### src/rtl/alu_pipe_hs.sv
// Registered EX-stage ALU with valid/ready handshakes on both sides.
// Single-cycle ops complete at the accepting edge; MUL iterates shift-and-add over WIDTH cycles.
module alu_pipe_hs #(
   parameter int WIDTH = 32
) (
   input  logic             clk,
   input  logic             rst_n,
   input  logic             in_valid,
   output logic             in_ready,
   input  logic [WIDTH-1:0] a,
   input  logic [WIDTH-1:0] b,
   input  logic [3:0]       alu_control,
   output logic             out_valid,
   input  logic             out_ready,
   output logic [WIDTH-1:0] result,
   output logic             zero,
   output logic             negative,
   output logic             carry,
   output logic             overflow,
   output logic             illegal
);
   localparam int SHW = $clog2(WIDTH);

   localparam logic [3:0] OP_AND  = 4'b0000;
   localparam logic [3:0] OP_OR   = 4'b0001;
   localparam logic [3:0] OP_ADD  = 4'b0010;
   localparam logic [3:0] OP_XOR  = 4'b0011;
   localparam logic [3:0] OP_SLL  = 4'b0100;
   localparam logic [3:0] OP_SRL  = 4'b0101;
   localparam logic [3:0] OP_SUB  = 4'b0110;
   localparam logic [3:0] OP_SLT  = 4'b0111;
   localparam logic [3:0] OP_SLTU = 4'b1000;
   localparam logic [3:0] OP_SRA  = 4'b1001;
   localparam logic [3:0] OP_MUL  = 4'b1010;
   localparam logic [3:0] OP_NOR  = 4'b1100;

   typedef enum logic {IDLE, MUL_RUN} state_t;

   state_t           state;
   logic [SHW:0]     cnt;
   logic [WIDTH-1:0] mcand;
   logic [WIDTH-1:0] mplier;
   logic [WIDTH-1:0] acc;

   logic             accept;
   logic             is_sub;
   logic [WIDTH-1:0] b_eff;
   logic [WIDTH:0]   sum;
   logic [SHW-1:0]   shamt;
   logic [WIDTH-1:0] acc_step;
   logic [WIDTH-1:0] op_res;
   logic             op_c;
   logic             op_v;
   logic             op_ill;
   logic [WIDTH-1:0] wr_res;
   logic             wr_c;
   logic             wr_v;
   logic             wr_ill;

   assign in_ready = (state == IDLE) && (!out_valid || out_ready);
   assign accept   = in_valid && in_ready;
   assign shamt    = b[SHW-1:0];
   assign acc_step = acc + (mplier[0] ? mcand : '0);

   // SUB reuses the adder as a + ~b + 1 so carry means "no borrow".
   always_comb begin
      is_sub = (alu_control == OP_SUB);
      b_eff  = is_sub ? ~b : b;
      sum    = {1'b0, a} + {1'b0, b_eff} + {{WIDTH{1'b0}}, is_sub};
      op_res = '0;
      op_c   = 1'b0;
      op_v   = 1'b0;
      op_ill = 1'b0;
      case (alu_control)
         OP_AND:  op_res = a & b;
         OP_OR:   op_res = a | b;
         OP_XOR:  op_res = a ^ b;
         OP_NOR:  op_res = ~(a | b);
         OP_SLL:  op_res = a << shamt;
         OP_SRL:  op_res = a >> shamt;
         OP_SRA:  op_res = $signed(a) >>> shamt;
         OP_SLT:  op_res = {{(WIDTH-1){1'b0}}, ($signed(a) < $signed(b))};
         OP_SLTU: op_res = {{(WIDTH-1){1'b0}}, (a < b)};
         OP_ADD, OP_SUB: begin
            op_res = sum[WIDTH-1:0];
            op_c   = sum[WIDTH];
            op_v   = (a[WIDTH-1] == b_eff[WIDTH-1]) && (sum[WIDTH-1] != a[WIDTH-1]);
         end
         OP_MUL:  op_res = '0;
         default: op_ill = 1'b1;
      endcase
   end

   always_comb begin
      wr_res = op_res;
      wr_c   = op_c;
      wr_v   = op_v;
      wr_ill = op_ill;
      if (state == MUL_RUN) begin
         wr_res = acc_step;
         wr_c   = 1'b0;
         wr_v   = 1'b0;
         wr_ill = 1'b0;
      end
   end

   always_ff @(posedge clk or negedge rst_n) begin
      if (!rst_n) begin
         state     <= IDLE;
         cnt       <= '0;
         mcand     <= '0;
         mplier    <= '0;
         acc       <= '0;
         out_valid <= 1'b0;
         result    <= '0;
         zero      <= 1'b1;
         negative  <= 1'b0;
         carry     <= 1'b0;
         overflow  <= 1'b0;
         illegal   <= 1'b0;
      end else begin
         case (state)
            IDLE: begin
               if (accept && alu_control == OP_MUL) begin
                  state     <= MUL_RUN;
                  mcand     <= a;
                  mplier    <= b;
                  acc       <= '0;
                  cnt       <= (SHW+1)'(WIDTH);
                  out_valid <= 1'b0;
               end else if (accept) begin
                  out_valid <= 1'b1;
                  result    <= wr_res;
                  zero      <= (wr_res == '0);
                  negative  <= wr_res[WIDTH-1];
                  carry     <= wr_c;
                  overflow  <= wr_v;
                  illegal   <= wr_ill;
               end else if (out_valid && out_ready) begin
                  out_valid <= 1'b0;
               end
            end
            MUL_RUN: begin
               acc    <= acc_step;
               mcand  <= mcand << 1;
               mplier <= mplier >> 1;
               cnt    <= cnt - 1'b1;
               if (cnt == (SHW+1)'(1)) begin
                  state     <= IDLE;
                  out_valid <= 1'b1;
                  result    <= wr_res;
                  zero      <= (wr_res == '0);
                  negative  <= wr_res[WIDTH-1];
                  carry     <= wr_c;
                  overflow  <= wr_v;
                  illegal   <= wr_ill;
               end else if (out_valid && out_ready) begin
                  out_valid <= 1'b0;
               end
            end
            default: state <= IDLE;
         endcase
      end
   end
endmodule

### config.mk
export PLATFORM = sky130hd
export DESIGN_NAME = alu_pipe_hs
export DESIGN_NICKNAME = d
export VERILOG_FILES = /design/src/rtl/alu_pipe_hs.sv
export SDC_FILE = /design/constraint.sdc
export NUM_CORES = 1
export LEC_CHECK = 0
export ABC_AREA = 1
export CAP_MARGIN = 40
export CORE_ASPECT_RATIO = 0.5
export CORE_UTILIZATION = 40
export CTS_CLUSTER_DIAMETER = 120
export DETAILED_ROUTE_END_ITERATION = 16
export SETUP_SLACK_MARGIN = 0.05
export SKIP_LAST_GASP = 1
export SYNTH_ARGS = -nofsm -noshare
export SYNTH_HDL_FRONTEND = slang
export SYNTH_SLANG_ARGS = --single-unit
### constraint.sdc
create_clock -name clk -period 6.5 [get_ports clk]
set_input_delay 0.975 -clock clk [delete_from_list [all_inputs] [get_ports clk]]
set_output_delay 0.975 -clock clk [all_outputs]
set_load 0.01 [all_outputs]
* Yosys cells after proc, flatten, opt, wreduce, memory -nomap -nowiden
Index checks and enable logic that the tools add are counted.
** Word-level totals
- Logic and storage cells :: 107
- Output and inout bits :: 39
- Input port bits :: 72
- Register bits :: 141
** Cells by class
- Shift operators :: 3
- Equality and inequality tests :: 18
- Reduce and logical (&&, ||, !) cells :: 12
- $add $sub $neg :: 4
- Mux-type cells :: 50
- Bitwise logic cells :: 6
- Order comparisons :: 2
** Operators with widths (count)
- $pmux W32 S10 :: 1
- $mux W32 :: 9
- $pmux W32 S2 :: 4
- $lt A32 B32 Y1 :: 2
- $not A32 Y32 :: 2
- $add A32 B32 Y33 :: 1
- $add A33 B1 Y33 :: 1
- $add A32 B32 Y32 :: 1
- $and A32 B32 Y32 :: 1
- $logic_not A32 Y1 :: 1
- $or A32 B32 Y32 :: 1
- $shl A32 B5 Y32 :: 1
- $shr A32 B5 Y32 :: 1
- $sshr A32 B5 Y32 :: 1
- $xor A32 B32 Y32 :: 1
- $mux W1 :: 27
- $eq A4 B3 Y1 const B :: 4
- $eq A4 B4 Y1 const B :: 4
- $pmux W1 S2 :: 7
- $pmux W6 S2 :: 1
- $reduce_or A12 Y1 :: 1
- $eq A4 B2 Y1 const B :: 2
- $eq A6 B1 Y1 const B :: 1
- $mux W6 :: 1
- 13 further kinds :: 19

* Logic depth before layout (Yosys ltp)
- Word-level depth :: 11
- Mapped depth :: 24
- Depth with buffers taken out :: 24

* Worst setup path before layout
No wires, ideal clock.
- Kind :: in2reg
- From :: input port alu_control[2]
- To :: register zero
- Stages on the path :: 24
- Slack :: 2.847 ns
- Data arrival time :: 3.592 ns
- Required time :: 6.440 ns
- Setup time :: 0.060 ns
- Buffers on the path :: 1
- Cells stage by stage :: inv_1 > nor2_4 > nand2_1 > buf_1 > xor2_1 > ha_1 > nand2_1 > nand2_1 > inv_1 > nand2_1 > inv_1 > o21ai_0 > nand3_1 > nand3_1 > nand2_1 > nand3_1 > nand3b_1 > nand2_1 > nand2_1 > nor2_1 > nand2_1 > nor2_1 > nand4_1 > nand2_1
** On the way
- Cells in the longest elaborated chain, start to end :: 10
- Elaborated cells on any way between the ends :: 26
- Classes of those cells :: add/sub (2); eq/ne (12); mux (7); reduce/logical (5)
** RTL lines
- start, declared :: line 12 : input logic [3:0] alu_control,
- $eq A4 B3 Y1 :: line 67, 74
- $mux W32 :: line 68 : b_eff = is_sub ? ~b : b;
- $add A32 B32 Y33 :: line 69 : sum = {1'b0, a} + {1'b0, b_eff} + {{WIDTH{1'b0}}, is_sub};
- $add A33 B1 Y33 :: line 69
- $pmux W32 S10 :: line 74 : case (alu_control)
- $mux W32 :: line 99 : if (state == MUL_RUN) begin
- $logic_not A32 Y1 :: line 134, 152
- $mux W1 :: line 131 : end else if (accept) begin
- $mux W1 :: line 124 : if (accept && alu_control == OP_MUL) begin
- $pmux W1 S2 :: line 122 : case (state)
- end signal, assigned :: line 134 : zero <= (wr_res == '0);
- end signal, assigned :: line 152 : zero <= (wr_res == '0);
- end, declared :: line 16 : output logic zero,
Several ways; a longest one is shown, not always the timed one. The select of a mux whose other input is x is not followed.
A chain may end at the register's enable or synchronous reset.

* Worst setup path in the final report
- From :: input port alu_control[1]
- To :: register zero
Same word-level chain as after synthesis.

==> run metrics <==
Routed Wire Length=82,900 um; outcome=completed; CTS Sinks=140; Max FO, Critical Path=18; share of cells above drive strength 1=0.0357; Post-synth top flop=dfrtp_1; core area=41,100 um^2; drt first pass iters=6; setup slack, reg-to-reg=2650 ps; Setup WS pre-CTS=1220 ps; Synth Instances=2,778; CTS tree=built; routed via count=20.0k; Total GRT Usage=0.381; FF-to-FF Start=mplier[0]; leading cell type in the layout, fill and taps excluded=nand2_1; Yosys reg bits=140; Via-to-Cell Ratio=5.88; antenna violations before repair=3; routed length per instance=24.4 um; max_slew headroom=0.375; classification of the worst setup path=in -> reg; distinct cell type count of the synthesized netlist=51; async set-or-reset flop fraction in the synthesized netlist=1.00; Switch Pwr=4.14 mW; HPWL after detailed placement=65,700 um; Clk Latency, worst-skew pair=470 ps; sequential share of power=0.208; Final Max Tran Viols=0; first-pass GRT wire length=121,000 um; reg-to-reg endpoint=zero; Setup crit end kind=flop; Worst VDD drop=218 uV; Internal=3.48 mW; cts hold-fix bufs=0; WP data required=6890 ps; Antenna Diode Count=0; Post-CTS Setup Inserts=0; period utilisation layout=0.761; HP Class=in -> async; setup tns final=0 ps; minimum clock period=4940 ps; Die Ht=148 um; Avg Cell Area, Syn=6.10 um^2; I/O Buffers=110; Initial DRC Count=2,845; combinational power share=0.655; Pwr per Cell Area=400 nW/um^2; Initial Util=0.412; antenna-violating nets left=0; sequential element share of the synthesized area=0.207; Num CTS Buffers=17; R2R cell count=18; most frequent cells in the layout=819 x nand2_1, 412 x nand3_1, 254 x inv_1; number of synthesis warnings=0; final net count=3,061; Clk pwr share=0.138; grt total ovfl=0; Post-Syn Area=17,000 um^2; DIE AREA=43,300 um^2; CP arrival=5330 ps; Std-Cell Rows=52; Switching Share=0.544; Static Leakage=9.43 nW; Root Driver=clkbuf_16; vias in the first global route=18.0k; Chip Width=293 um; post_cts resized=0; Hold Vio Cnt, Final=0; H-Tree Level Count=4; Post-synth EDFFs=0; Final Core Density=0.463; final worst slack=1560 ps; Synthesized Nets=3,021; CTS clock-pin slew for the worst setup and hold paths=70 ps; routability cong.=1.03; Max Cap Viol=0; RSZ-0062 raised after global routing=false; maximum clock frequency=202 MHz; CTS Buffer Depth=2; Least-Margin Pin Slew=936 ps; worst clock skew=28.3 ps; DRC violations left=0; pin count of the biggest net entering global routing=82; startpoint types=primary input; setup violators final=0; I/O Pins=111; area grow syn2layout=12.3%
-- cell type report --
class | count | area [um^2]
fillers | 4487 | 22100
multi-input cells | 2254 | 11900
flip-flops and latches | 140 | 3500
repair buffers | 140 | 1340
inverters | 265 | 998
well taps | 567 | 709
clock buffers | 19 | 453
clock inverters | 13 | 146
-- power groups by stage --
stage / clock network, mW / logic, mW / registers [mW]
after global routing: 1.09 / 5.53 / 1.62
after CTS: 1.05 / 4.88 / 1.58
after floorplan: 0 / 3.24 / 1.53
final: 1.05 / 4.99 / 1.58
after global placement: 0 / 4.83 / 1.59
after detailed placement: 0 / 4.86 / 1.59
-- how the worst max path moves through the flow --
stage                         startpoint    to  slack (ps)  depth (start not counted)
after CTS                           b[0]  zero        1690                         24
after floorplan           alu_control[2]  zero        2850                         24
final                     alu_control[1]  zero        1560                         23
after detailed placement            b[0]  zero        1220                         24
after global placement    alu_control[1]  zero        1120                         23
after global routing                b[0]  zero        1290                         24
-- cells by family (layout without fill, tap and decap cells) --
family | after synthesis | count (layout) | share of synthesized area
simple gates | 1588 | 1588 | 0.399
compound gates | 460 | 460 | 0.156
buf+inv | 384 | 437 | 0.0938
fa+ha+maj | 171 | 171 | 0.127
flops | 140 | 140 | 0.207
xor+xnor | 35 | 35 | 0.0181
-- cell usage after synthesis (4+ instances only) --
cell type	n	share of area
a21boi_0	6	0.0027
nor2_2	4	0.0015
clkbuf_8	4	0.0032
a221oi_1	6	0.0031
nand3b_1	24	0.011
and2_1	7	0.0026
clkbuf_1	47	0.010
buf_1	15	0.0033
buf_6	4	0.0027
ha_1	169	0.12
a21oi_1	171	0.050
o21ai_1	9	0.0027
nand3_1	412	0.12
o22ai_1	60	0.022
xor2_1	35	0.018
o21ai_0	130	0.038
nor3_1	21	0.0062
nand4_1	26	0.0096
o21a_1	19	0.0084
nor2_1	252	0.056
o211ai_1	21	0.0093
nor4_1	7	0.0026
or2_2	7	0.0026
o21bai_1	12	0.0053
inv_2	6	0.0013
a211oi_1	8	0.0035
inv_1	256	0.057
dfrtp_1	139	0.21
nand2_1	820	0.18
buf_4	6	0.0027
buf_2	43	0.013
-- worst max-delay path, stage by stage --
cell	delay, ps
clkdlybuf4s50_1	580
inv_2	70
nor2_1	200
nand2_2	350
buf_4	370
xor2_1	180
ha_1	410
nand2_1	140
nor2_1	160
inv_1	90
nor3_1	480
nand3_1	300
nand2_1	130
nand2_1	50
nand3_1	60
nand2_1	100
nand2_1	100
nand2_1	70
nor2_1	110
nand4_1	90
nor2_1	130
nand4_1	90
nand2_1	80
-- registers in the layout, summed over array words and instances (netlist names) --
| name | count |
|---|---|
| out_valid | 1 |
| state | 1 |
| mcand | 32 |
| overflow | 1 |
| carry | 1 |
| mplier | 32 |
| cnt | 6 |
| illegal | 1 |
| zero | 1 |
| acc | 32 |
| negative | 1 |
| result | 31 |
-- routing by layer --
metal  vias to the layer above  share of wire  track usage
li1                       9321              -            -
met2                      1007           0.40        0.544
met1                      9517           0.48        0.591
met3                       115          0.098       0.0577
met4                         4          0.021       0.0852
met5                         -        0.00023            0
-- through the flow --
step                power [mW]  hold WS, ps  area [um^2]  std cells
global route              8.25          299        19000       3398
detailed placement        6.45          472        18400       3366
CTS                       7.51          300        19000       3398
finish                    7.62          313        19000       3398
global placement          6.41          464        18400       3364
floorplan                 4.78          448        17000       2778
No activity file was read; power rests on OpenSTA's default activity.
